## src/rtl/fpu_op_scheduler_pkg.sv

```systemverilog
// Opcodes, unit classes and return constants shared by the FPU operation scheduler.
package fpu_op_scheduler_pkg;

  typedef enum logic [2:0] {
    UNIT_SGN     = 3'd0,
    UNIT_CMP     = 3'd1,
    UNIT_ADD     = 3'd2,
    UNIT_MUL     = 3'd3,
    UNIT_ILLEGAL = 3'd4
  } fpu_unit_t;

  localparam logic [4:0] FPU_OP_ADD   = 5'd0;
  localparam logic [4:0] FPU_OP_SUB   = 5'd1;
  localparam logic [4:0] FPU_OP_MUL   = 5'd2;
  localparam logic [4:0] FPU_OP_DIV   = 5'd3;
  localparam logic [4:0] FPU_OP_SQRT  = 5'd4;
  localparam logic [4:0] FPU_OP_SGNJ  = 5'd5;
  localparam logic [4:0] FPU_OP_SGNJN = 5'd6;
  localparam logic [4:0] FPU_OP_SGNJX = 5'd7;
  localparam logic [4:0] FPU_OP_MIN   = 5'd8;
  localparam logic [4:0] FPU_OP_MAX   = 5'd9;
  localparam logic [4:0] FPU_OP_FEQ   = 5'd10;
  localparam logic [4:0] FPU_OP_FLT   = 5'd11;
  localparam logic [4:0] FPU_OP_FLE   = 5'd12;

  localparam logic [31:0] FPU_CANON_NAN = 32'h7FC00000;
  localparam logic [4:0]  FPU_FLAG_NV   = 5'b10000;

  // Codes 13..31 are unassigned and answer with a canonical NaN.
  function automatic fpu_unit_t fpu_unit_of(input logic [4:0] op);
    fpu_unit_t u;
    case (op)
      FPU_OP_ADD, FPU_OP_SUB:                       u = UNIT_ADD;
      FPU_OP_MUL, FPU_OP_DIV, FPU_OP_SQRT:          u = UNIT_MUL;
      FPU_OP_SGNJ, FPU_OP_SGNJN, FPU_OP_SGNJX:      u = UNIT_SGN;
      FPU_OP_MIN, FPU_OP_MAX, FPU_OP_FEQ,
      FPU_OP_FLT, FPU_OP_FLE:                       u = UNIT_CMP;
      default:                                      u = UNIT_ILLEGAL;
    endcase
    return u;
  endfunction

endpackage

```

## src/rtl/fpu_op_scheduler_if.sv

```systemverilog
// Core-side and unit-side handshake bundle of the FPU operation scheduler.
interface fpu_op_scheduler_if #(
  parameter int N_UNITS = 4
);
  logic                   valid_in;
  logic                   ready_out;
  logic [4:0]             op;
  logic [31:0]            a;
  logic [31:0]            b;

  logic [N_UNITS-1:0]     unit_valid_out;
  logic [N_UNITS-1:0]     unit_ready_in;
  logic [4:0]             unit_op;
  logic [31:0]            unit_a;
  logic [31:0]            unit_b;

  logic [N_UNITS-1:0]     unit_valid_in;
  logic [N_UNITS-1:0]     unit_ready_out;
  logic [32*N_UNITS-1:0]  unit_result;
  logic [5*N_UNITS-1:0]   unit_fflags;

  logic                   valid_out;
  logic                   ready_in;
  logic [31:0]            float_out;
  logic [4:0]             fflags_out;
  logic                   busy;

  modport master (
    output valid_in, op, a, b, unit_ready_in, unit_valid_in, unit_result,
           unit_fflags, ready_in,
    input  ready_out, unit_valid_out, unit_op, unit_a, unit_b,
           unit_ready_out, valid_out, float_out, fflags_out, busy
  );

  modport slave (
    input  valid_in, op, a, b, unit_ready_in, unit_valid_in, unit_result,
           unit_fflags, ready_in,
    output ready_out, unit_valid_out, unit_op, unit_a, unit_b,
           unit_ready_out, valid_out, float_out, fflags_out, busy
  );
endinterface

```

## src/rtl/fpu_op_scheduler_tag_fifo.sv

```systemverilog
// In-order FIFO of issued unit tags; flush and reset clear pointers and count only.
module fpu_op_scheduler_tag_fifo
  import fpu_op_scheduler_pkg::*;
#(
  parameter int DEPTH = 4
) (
  input  logic                         clk,
  input  logic                         reset_n,
  input  logic                         flush_i,
  input  logic                         push_i,
  input  fpu_unit_t                    tag_i,
  input  logic                         pop_i,
  output fpu_unit_t                    head_o,
  output logic [$clog2(DEPTH+1)-1:0]   count_o,
  output logic                         full_o,
  output logic                         empty_o
);

  localparam int AW = $clog2(DEPTH);
  localparam int CW = $clog2(DEPTH + 1);
  localparam logic [CW-1:0] DEPTH_C = CW'(DEPTH);

  fpu_unit_t      mem_q [DEPTH];
  logic [AW-1:0]  wr_ptr_q, wr_ptr_d;
  logic [AW-1:0]  rd_ptr_q, rd_ptr_d;
  logic [CW-1:0]  count_q, count_d;
  logic           push_ok;
  logic           pop_ok;

  assign full_o  = (count_q == DEPTH_C);
  assign empty_o = (count_q == '0);
  assign push_ok = push_i && !full_o;
  assign pop_ok  = pop_i && !empty_o;
  assign head_o  = mem_q[rd_ptr_q];
  assign count_o = count_q;

  always_comb begin
    wr_ptr_d = wr_ptr_q;
    rd_ptr_d = rd_ptr_q;
    count_d  = count_q;
    if (flush_i) begin
      wr_ptr_d = '0;
      rd_ptr_d = '0;
      count_d  = '0;
    end else begin
      if (push_ok) wr_ptr_d = wr_ptr_q + AW'(1);
      if (pop_ok)  rd_ptr_d = rd_ptr_q + AW'(1);
      case ({push_ok, pop_ok})
        2'b10:   count_d = count_q + CW'(1);
        2'b01:   count_d = count_q - CW'(1);
        default: count_d = count_q;
      endcase
    end
  end

  always_ff @(posedge clk or negedge reset_n) begin
    if (!reset_n) begin
      wr_ptr_q <= '0;
      rd_ptr_q <= '0;
      count_q  <= '0;
    end else begin
      wr_ptr_q <= wr_ptr_d;
      rd_ptr_q <= rd_ptr_d;
      count_q  <= count_d;
    end
  end

  // Storage needs no reset: an entry is only read after it has been written.
  always_ff @(posedge clk) begin
    if (push_ok && !flush_i) mem_q[wr_ptr_q] <= tag_i;
  end

endmodule

```

## src/rtl/fpu_op_scheduler.sv

```systemverilog
// Issues core FPU ops to the decoded unit and returns unit results to the core in program order.
module fpu_op_scheduler
  import fpu_op_scheduler_pkg::*;
#(
  parameter int N_UNITS = 4,
  parameter int DEPTH   = 4
) (
  input  logic              clk,
  input  logic              reset_n,
  input  logic              flush,
  fpu_op_scheduler_if.slave bus
);

  localparam int CW = $clog2(DEPTH + 1);

  fpu_unit_t           sel;
  logic                sel_legal;
  fpu_unit_t           push_tag;
  fpu_unit_t           head;
  logic [CW-1:0]       count;
  logic                full;
  logic                empty;
  logic                push;
  logic                pop;

  logic [N_UNITS-1:0]  unit_vld;
  logic                issue_rdy;
  logic [N_UNITS-1:0]  unit_rdy;
  logic                head_vld;
  logic [31:0]         head_res;
  logic [4:0]          head_flg;
  logic                head_illegal;
  logic                ret_vld;

  assign sel       = fpu_unit_of(bus.op);
  assign sel_legal = (sel != UNIT_ILLEGAL) && (int'(sel) < N_UNITS);
  assign push_tag  = sel_legal ? sel : UNIT_ILLEGAL;

  assign bus.unit_op = bus.op;
  assign bus.unit_a  = bus.a;
  assign bus.unit_b  = bus.b;

  // Illegal ops need no unit, so they are accepted whenever a tag slot is free.
  always_comb begin
    unit_vld  = '0;
    issue_rdy = !full;
    for (int i = 0; i < N_UNITS; i++) begin
      if (sel_legal && int'(sel) == i) begin
        unit_vld[i] = bus.valid_in && !full;
        issue_rdy   = bus.unit_ready_in[i] && !full;
      end
    end
  end

  assign bus.unit_valid_out = unit_vld;
  assign bus.ready_out      = issue_rdy;
  assign push               = bus.valid_in && issue_rdy;

  always_comb begin
    head_vld = 1'b0;
    head_res = '0;
    head_flg = '0;
    unit_rdy = '0;
    for (int i = 0; i < N_UNITS; i++) begin
      if (int'(head) == i) begin
        head_vld    = bus.unit_valid_in[i];
        head_res    = bus.unit_result[32*i +: 32];
        head_flg    = bus.unit_fflags[5*i +: 5];
        unit_rdy[i] = bus.ready_in && !empty;
      end
    end
  end

  assign head_illegal = (head == UNIT_ILLEGAL);
  assign ret_vld      = !empty && (head_illegal || head_vld);
  assign pop          = ret_vld && bus.ready_in;

  assign bus.unit_ready_out = unit_rdy;
  assign bus.valid_out      = ret_vld;
  assign bus.float_out      = !ret_vld ? 32'h0 : (head_illegal ? FPU_CANON_NAN : head_res);
  assign bus.fflags_out     = !ret_vld ? 5'h0  : (head_illegal ? FPU_FLAG_NV   : head_flg);
  assign bus.busy           = (count != '0);

  fpu_op_scheduler_tag_fifo #(
    .DEPTH (DEPTH)
  ) u_tag_fifo (
    .clk     (clk),
    .reset_n (reset_n),
    .flush_i (flush),
    .push_i  (push),
    .tag_i   (push_tag),
    .pop_i   (pop),
    .head_o  (head),
    .count_o (count),
    .full_o  (full),
    .empty_o (empty)
  );

endmodule

```

## src/flat_wrapper.sv

```systemverilog
// flat-port wrapper written by rule: the top's interface ports become plain ports
module fpu_op_scheduler_flat import fpu_op_scheduler_pkg::*;
#(
  parameter int N_UNITS = 4,
  parameter int DEPTH   = 4
)
  (clk, reset_n, flush, bus_valid_in, bus_op, bus_a, bus_b, bus_unit_ready_in, bus_unit_valid_in, bus_unit_result, bus_unit_fflags, bus_ready_in, bus_ready_out, bus_unit_valid_out, bus_unit_op, bus_unit_a, bus_unit_b, bus_unit_ready_out, bus_valid_out, bus_float_out, bus_fflags_out, bus_busy);
  fpu_op_scheduler_if #(.N_UNITS(N_UNITS)) bus_i ();
  input  logic clk;
  input  logic reset_n;
  input  logic flush;
  input wire logic [$bits(bus_i.valid_in)-1:0] bus_valid_in;
  input wire logic [$bits(bus_i.op)-1:0] bus_op;
  input wire logic [$bits(bus_i.a)-1:0] bus_a;
  input wire logic [$bits(bus_i.b)-1:0] bus_b;
  input wire logic [$bits(bus_i.unit_ready_in)-1:0] bus_unit_ready_in;
  input wire logic [$bits(bus_i.unit_valid_in)-1:0] bus_unit_valid_in;
  input wire logic [$bits(bus_i.unit_result)-1:0] bus_unit_result;
  input wire logic [$bits(bus_i.unit_fflags)-1:0] bus_unit_fflags;
  input wire logic [$bits(bus_i.ready_in)-1:0] bus_ready_in;
  output wire logic [$bits(bus_i.ready_out)-1:0] bus_ready_out;
  output wire logic [$bits(bus_i.unit_valid_out)-1:0] bus_unit_valid_out;
  output wire logic [$bits(bus_i.unit_op)-1:0] bus_unit_op;
  output wire logic [$bits(bus_i.unit_a)-1:0] bus_unit_a;
  output wire logic [$bits(bus_i.unit_b)-1:0] bus_unit_b;
  output wire logic [$bits(bus_i.unit_ready_out)-1:0] bus_unit_ready_out;
  output wire logic [$bits(bus_i.valid_out)-1:0] bus_valid_out;
  output wire logic [$bits(bus_i.float_out)-1:0] bus_float_out;
  output wire logic [$bits(bus_i.fflags_out)-1:0] bus_fflags_out;
  output wire logic [$bits(bus_i.busy)-1:0] bus_busy;
  assign bus_i.valid_in = bus_valid_in;
  assign bus_i.op = bus_op;
  assign bus_i.a = bus_a;
  assign bus_i.b = bus_b;
  assign bus_i.unit_ready_in = bus_unit_ready_in;
  assign bus_i.unit_valid_in = bus_unit_valid_in;
  assign bus_i.unit_result = bus_unit_result;
  assign bus_i.unit_fflags = bus_unit_fflags;
  assign bus_i.ready_in = bus_ready_in;
  assign bus_ready_out = bus_i.ready_out;
  assign bus_unit_valid_out = bus_i.unit_valid_out;
  assign bus_unit_op = bus_i.unit_op;
  assign bus_unit_a = bus_i.unit_a;
  assign bus_unit_b = bus_i.unit_b;
  assign bus_unit_ready_out = bus_i.unit_ready_out;
  assign bus_valid_out = bus_i.valid_out;
  assign bus_float_out = bus_i.float_out;
  assign bus_fflags_out = bus_i.fflags_out;
  assign bus_busy = bus_i.busy;
  fpu_op_scheduler #(.N_UNITS(N_UNITS), .DEPTH(DEPTH)) u_core (.clk(clk), .reset_n(reset_n), .flush(flush), .bus(bus_i));
endmodule
```

## config.mk

```make
export PLATFORM = sky130hd
export DESIGN_NAME = fpu_op_scheduler_flat
export DESIGN_NICKNAME = d
export VERILOG_FILES = /design/src/rtl/fpu_op_scheduler_pkg.sv /design/src/rtl/fpu_op_scheduler_if.sv /design/src/rtl/fpu_op_scheduler_tag_fifo.sv /design/src/rtl/fpu_op_scheduler.sv /design/src/flat_wrapper.sv
export SDC_FILE = /design/constraint.sdc
export NUM_CORES = 1
export LEC_CHECK = 0
export BUFFER_PORTS_ARGS = -buffer_cell sky130_fd_sc_hd__buf_4
export CORE_AREA = 2 2 133 135
export DETAILED_ROUTE_END_ITERATION = 10
export DIE_AREA = 0 0 135 137
export SETUP_SLACK_MARGIN = 0.2
export SYNTH_ARGS = -nofsm -noshare
export SYNTH_HDL_FRONTEND = slang
export SYNTH_SLANG_ARGS = --single-unit
```

## constraint.sdc

```tcl
create_clock -name clk -period 8 [get_ports clk]
set_clock_uncertainty 0.15 [all_clocks]
set_input_delay 0.4 -clock clk [delete_from_list [all_inputs] [get_ports clk]]
set_output_delay 0.4 -clock clk [all_outputs]
set_load 0.05 [all_outputs]
```

==> impl_metrics.yaml <==
outcome:
  status: "finished clean"
synthesis:
  synth_top_cell_by_area: "buf_4"
  synth.distinct_cells: 43
  synth_area_leaders: "buf_4, edfxtp_1, mux4_2"
  ys_seq_area_frac: 0.186
  yosysMostFrequentCell: "buf_4"
  synth_edf_count: 12
  syn_area_um2: 2880
  ys_warn_count: 0
  synth-seq-cells: 19
  synth_common_cells: "buf_4, nor3_1, and2_1, o22ai_1, a211oi_1"
  synth_area_per_cell_um2: 8.25
  postSynth.asyncResetShare: 0.368
  syn_nets: 584
  synthFlopType: "edfxtp_1"
  yosys.area.top_type_share: 0.180
  synthCells: 349
cts:
  clock_latency_ns: 0.25
  postCtsSetupRepairBufs: 0
  cts_sinks: 19
  cts_tree: "yes"
  numCtsBuffers: 3
  cts.path.max_buffers: 2
  path_clk_slew_ns: 0.05
  root_buffer: "clkbuf_16"
  htreeDepth: 1
setup_path:
  crit_top_cell: "buf_4"
  crit_chain: "mux4_2, buf_4, inv_2, nand2_1, o22ai_1, nor3_1, buf_4"
  cpPeakStageDelay_ns: 0.85
  worstSetupStartpointType: "flip-flop"
  cp_max_fo: 43
  critPathSlowestCell: "nand2_1"
  r2r_cells: 11
  critPathKind: "flip-flop to output pin"
  arrival_ns: 3.81
  timing.critical_path.required_ns: 7.45
  rrSetupSlack_ns: 4.10
  rr_endpoint: "u_core.u_tag_fifo.count_o[2]"
  reg2reg_from: "u_core.u_tag_fifo.rd_ptr_q[0]"
  endpoint_kind: "output pin"
place:
  gp_congestion: 0.742
  dp_slack_ns: 3.77
  hpwl_um: 9120
  portBuffers: 218
global_route:
  antenna_found_initial: 0
  grt_pass1_wl_um: 16400
  grt-ovfl-total: 0
  grt_util_all_layers: 0.114
  grt_pass1_vias: 3020
  grt_max_degree: 44
timing:
  setup_ws_ns: 3.64
  drv_slew: 0
  setup_viol: 0
  rsz0062_at_grt: "no"
  tightest_slew_ns: 1.03
  slew_headroom: 0.312
  fin_tns_setup_ns: 0
  clock.fmax_mhz: 229
  hold_violations: 0
  whs_ns: 0.245
  period_share: 0.545
  period_needed_ns: 4.36
finish:
  finish.net_count: 720
  area_delta_synth_final_pct: 49.2
  diodes: 0
  drive_gt1_frac: 0.508
  post-route-util: 0.252
  fill_cells: 1888
detailed_routing:
  wire_per_inst_um: 16.1
  drc: 0
  drt_iter0_drc: 99
  routed_wl_um: 11400
  via_per_inst: 4.30
  firstDrtPassIters: 4
  drt.antenna.violating_nets: 0
  num_vias: 3051
floorplan:
  die_w_um: 135
  die_area_um2: 18500
  dieHeight_um: 137
  ios: 347
  core_um2: 17100
  num_rows: 48
  start_util: 0.169
worst_hold_path:
  hp-class: "input port to flip-flop"
  worstHoldPathCells: 2
  worstHoldStart: "flush"
  whs_endpoint: "u_core.u_tag_fifo.wr_ptr_q[0]"
power_and_ir_drop:
  finalPower_uw: 618
  ir_worst_vdd_mv: 0.0921
  cellPowerDensity_nw_per_um2: 144
  p_leak_nw: 1.90
flow_run:
  drv_cap: 0
==> routing by layer <==
layer / vias to the layer above / track usage / routed length (um)
met5: - / 0 / 0
met4: 0 / 0.0162 / 43
met3: 4 / 0.0541 / 1590
met2: 205 / 0.190 / 5270
met1: 1363 / 0.138 / 4480
li1: 1479 / - / -
==> what timing repair did <==
action                                 CTS  global route
hold buffers                             1             0
endpoints found under the hold margin    7             0
resized for setup                        0             0
==> cells in the final DEF (no fill, tap or decap), drive strengths merged, types with 2 or more instances in the layout <==
cell,instances
mux2i,5
o21ai,2
a211oi,28
clkbuf,4
nand2,10
mux4,14
and3,4
and2,32
buf,221
xor2,2
xnor2,2
mux2,3
inv,5
ha,4
edfxtp,12
o22ai,29
nor2b,9
nand2b,3
dfrtp,7
nor2,26
nand3,4
o21a,2
a21oi,15
nor3,31
==> report_power, final <==
part | internal (mW) | total [mW] | switching (mW)
Combinational | 0.161 | 0.396 | 0.236
Clock | 0.0677 | 0.101 | 0.0335
Sequential | 0.112 | 0.121 | 0.00837
Total | 0.341 | 0.618 | 0.278
==> worst max-delay path by stage <==
| stage | startpoint | endpoint | slack [ns] | depth (start not counted) |
|---|---|---|---|---|
| global placement | u_core.u_tag_fifo.rd_ptr_q[0] | bus_float_out[13] | 3.79 | 7 |
| finish | u_core.u_tag_fifo.rd_ptr_q[0] | bus_float_out[13] | 3.64 | 7 |
| detailed placement | u_core.u_tag_fifo.rd_ptr_q[0] | bus_float_out[13] | 3.77 | 7 |
| floorplan | u_core.u_tag_fifo.rd_ptr_q[0] | bus_float_out[21] | 4.43 | 8 |
| CTS | u_core.u_tag_fifo.rd_ptr_q[0] | bus_float_out[13] | 3.45 | 7 |
| global route | u_core.u_tag_fifo.rd_ptr_q[0] | bus_float_out[13] | 3.36 | 7 |
==> flip-flops by register name, summed over array words and instances (netlist names) <==
name,flops
u_core.u_tag_fifo.mem_q,12
u_core.u_tag_fifo.count_o,3
u_core.u_tag_fifo.rd_ptr_q,2
u_core.u_tag_fifo.wr_ptr_q,2
==> cell type report <==
class,count,area [um2],area share
Timing Repair Buffer,222,1670,0.389
Inverter,5,18.8,0.00437
Multi-Input combinational cell,234,1710,0.398
Tap cell,225,282,0.0656
Clock buffer,4,78.8,0.0184
Sequential cell,19,536,0.125
==> critical path: cells and delay by family (launching register included) <==
kind                   cells  cell delay [ns]
buffers and inverters      3             1.06
AOI/OAI and AO/OA          1             0.27
and+or+nand+nor            2             1.21
muxes                      1             0.41
DFF                        1             0.54
==> cell families after synthesis <==
family          after synthesis  synth area share
buf+inv                      96             0.220
mux                          22             0.139
compound gates               81             0.191
fa+ha+maj                     5            0.0243
flops                        19             0.186
simple gates                122             0.226
xor+xnor                      4            0.0148
==> per-stage QoR <==
step | instances | cell area, um2
global route | 709 | 4290
detailed placement | 704 | 4210
finish | 709 | 4290
floorplan | 349 | 2880
global placement | 704 | 4210
CTS | 709 | 4290
Note: power is estimated with default switching activity, not from simulation.
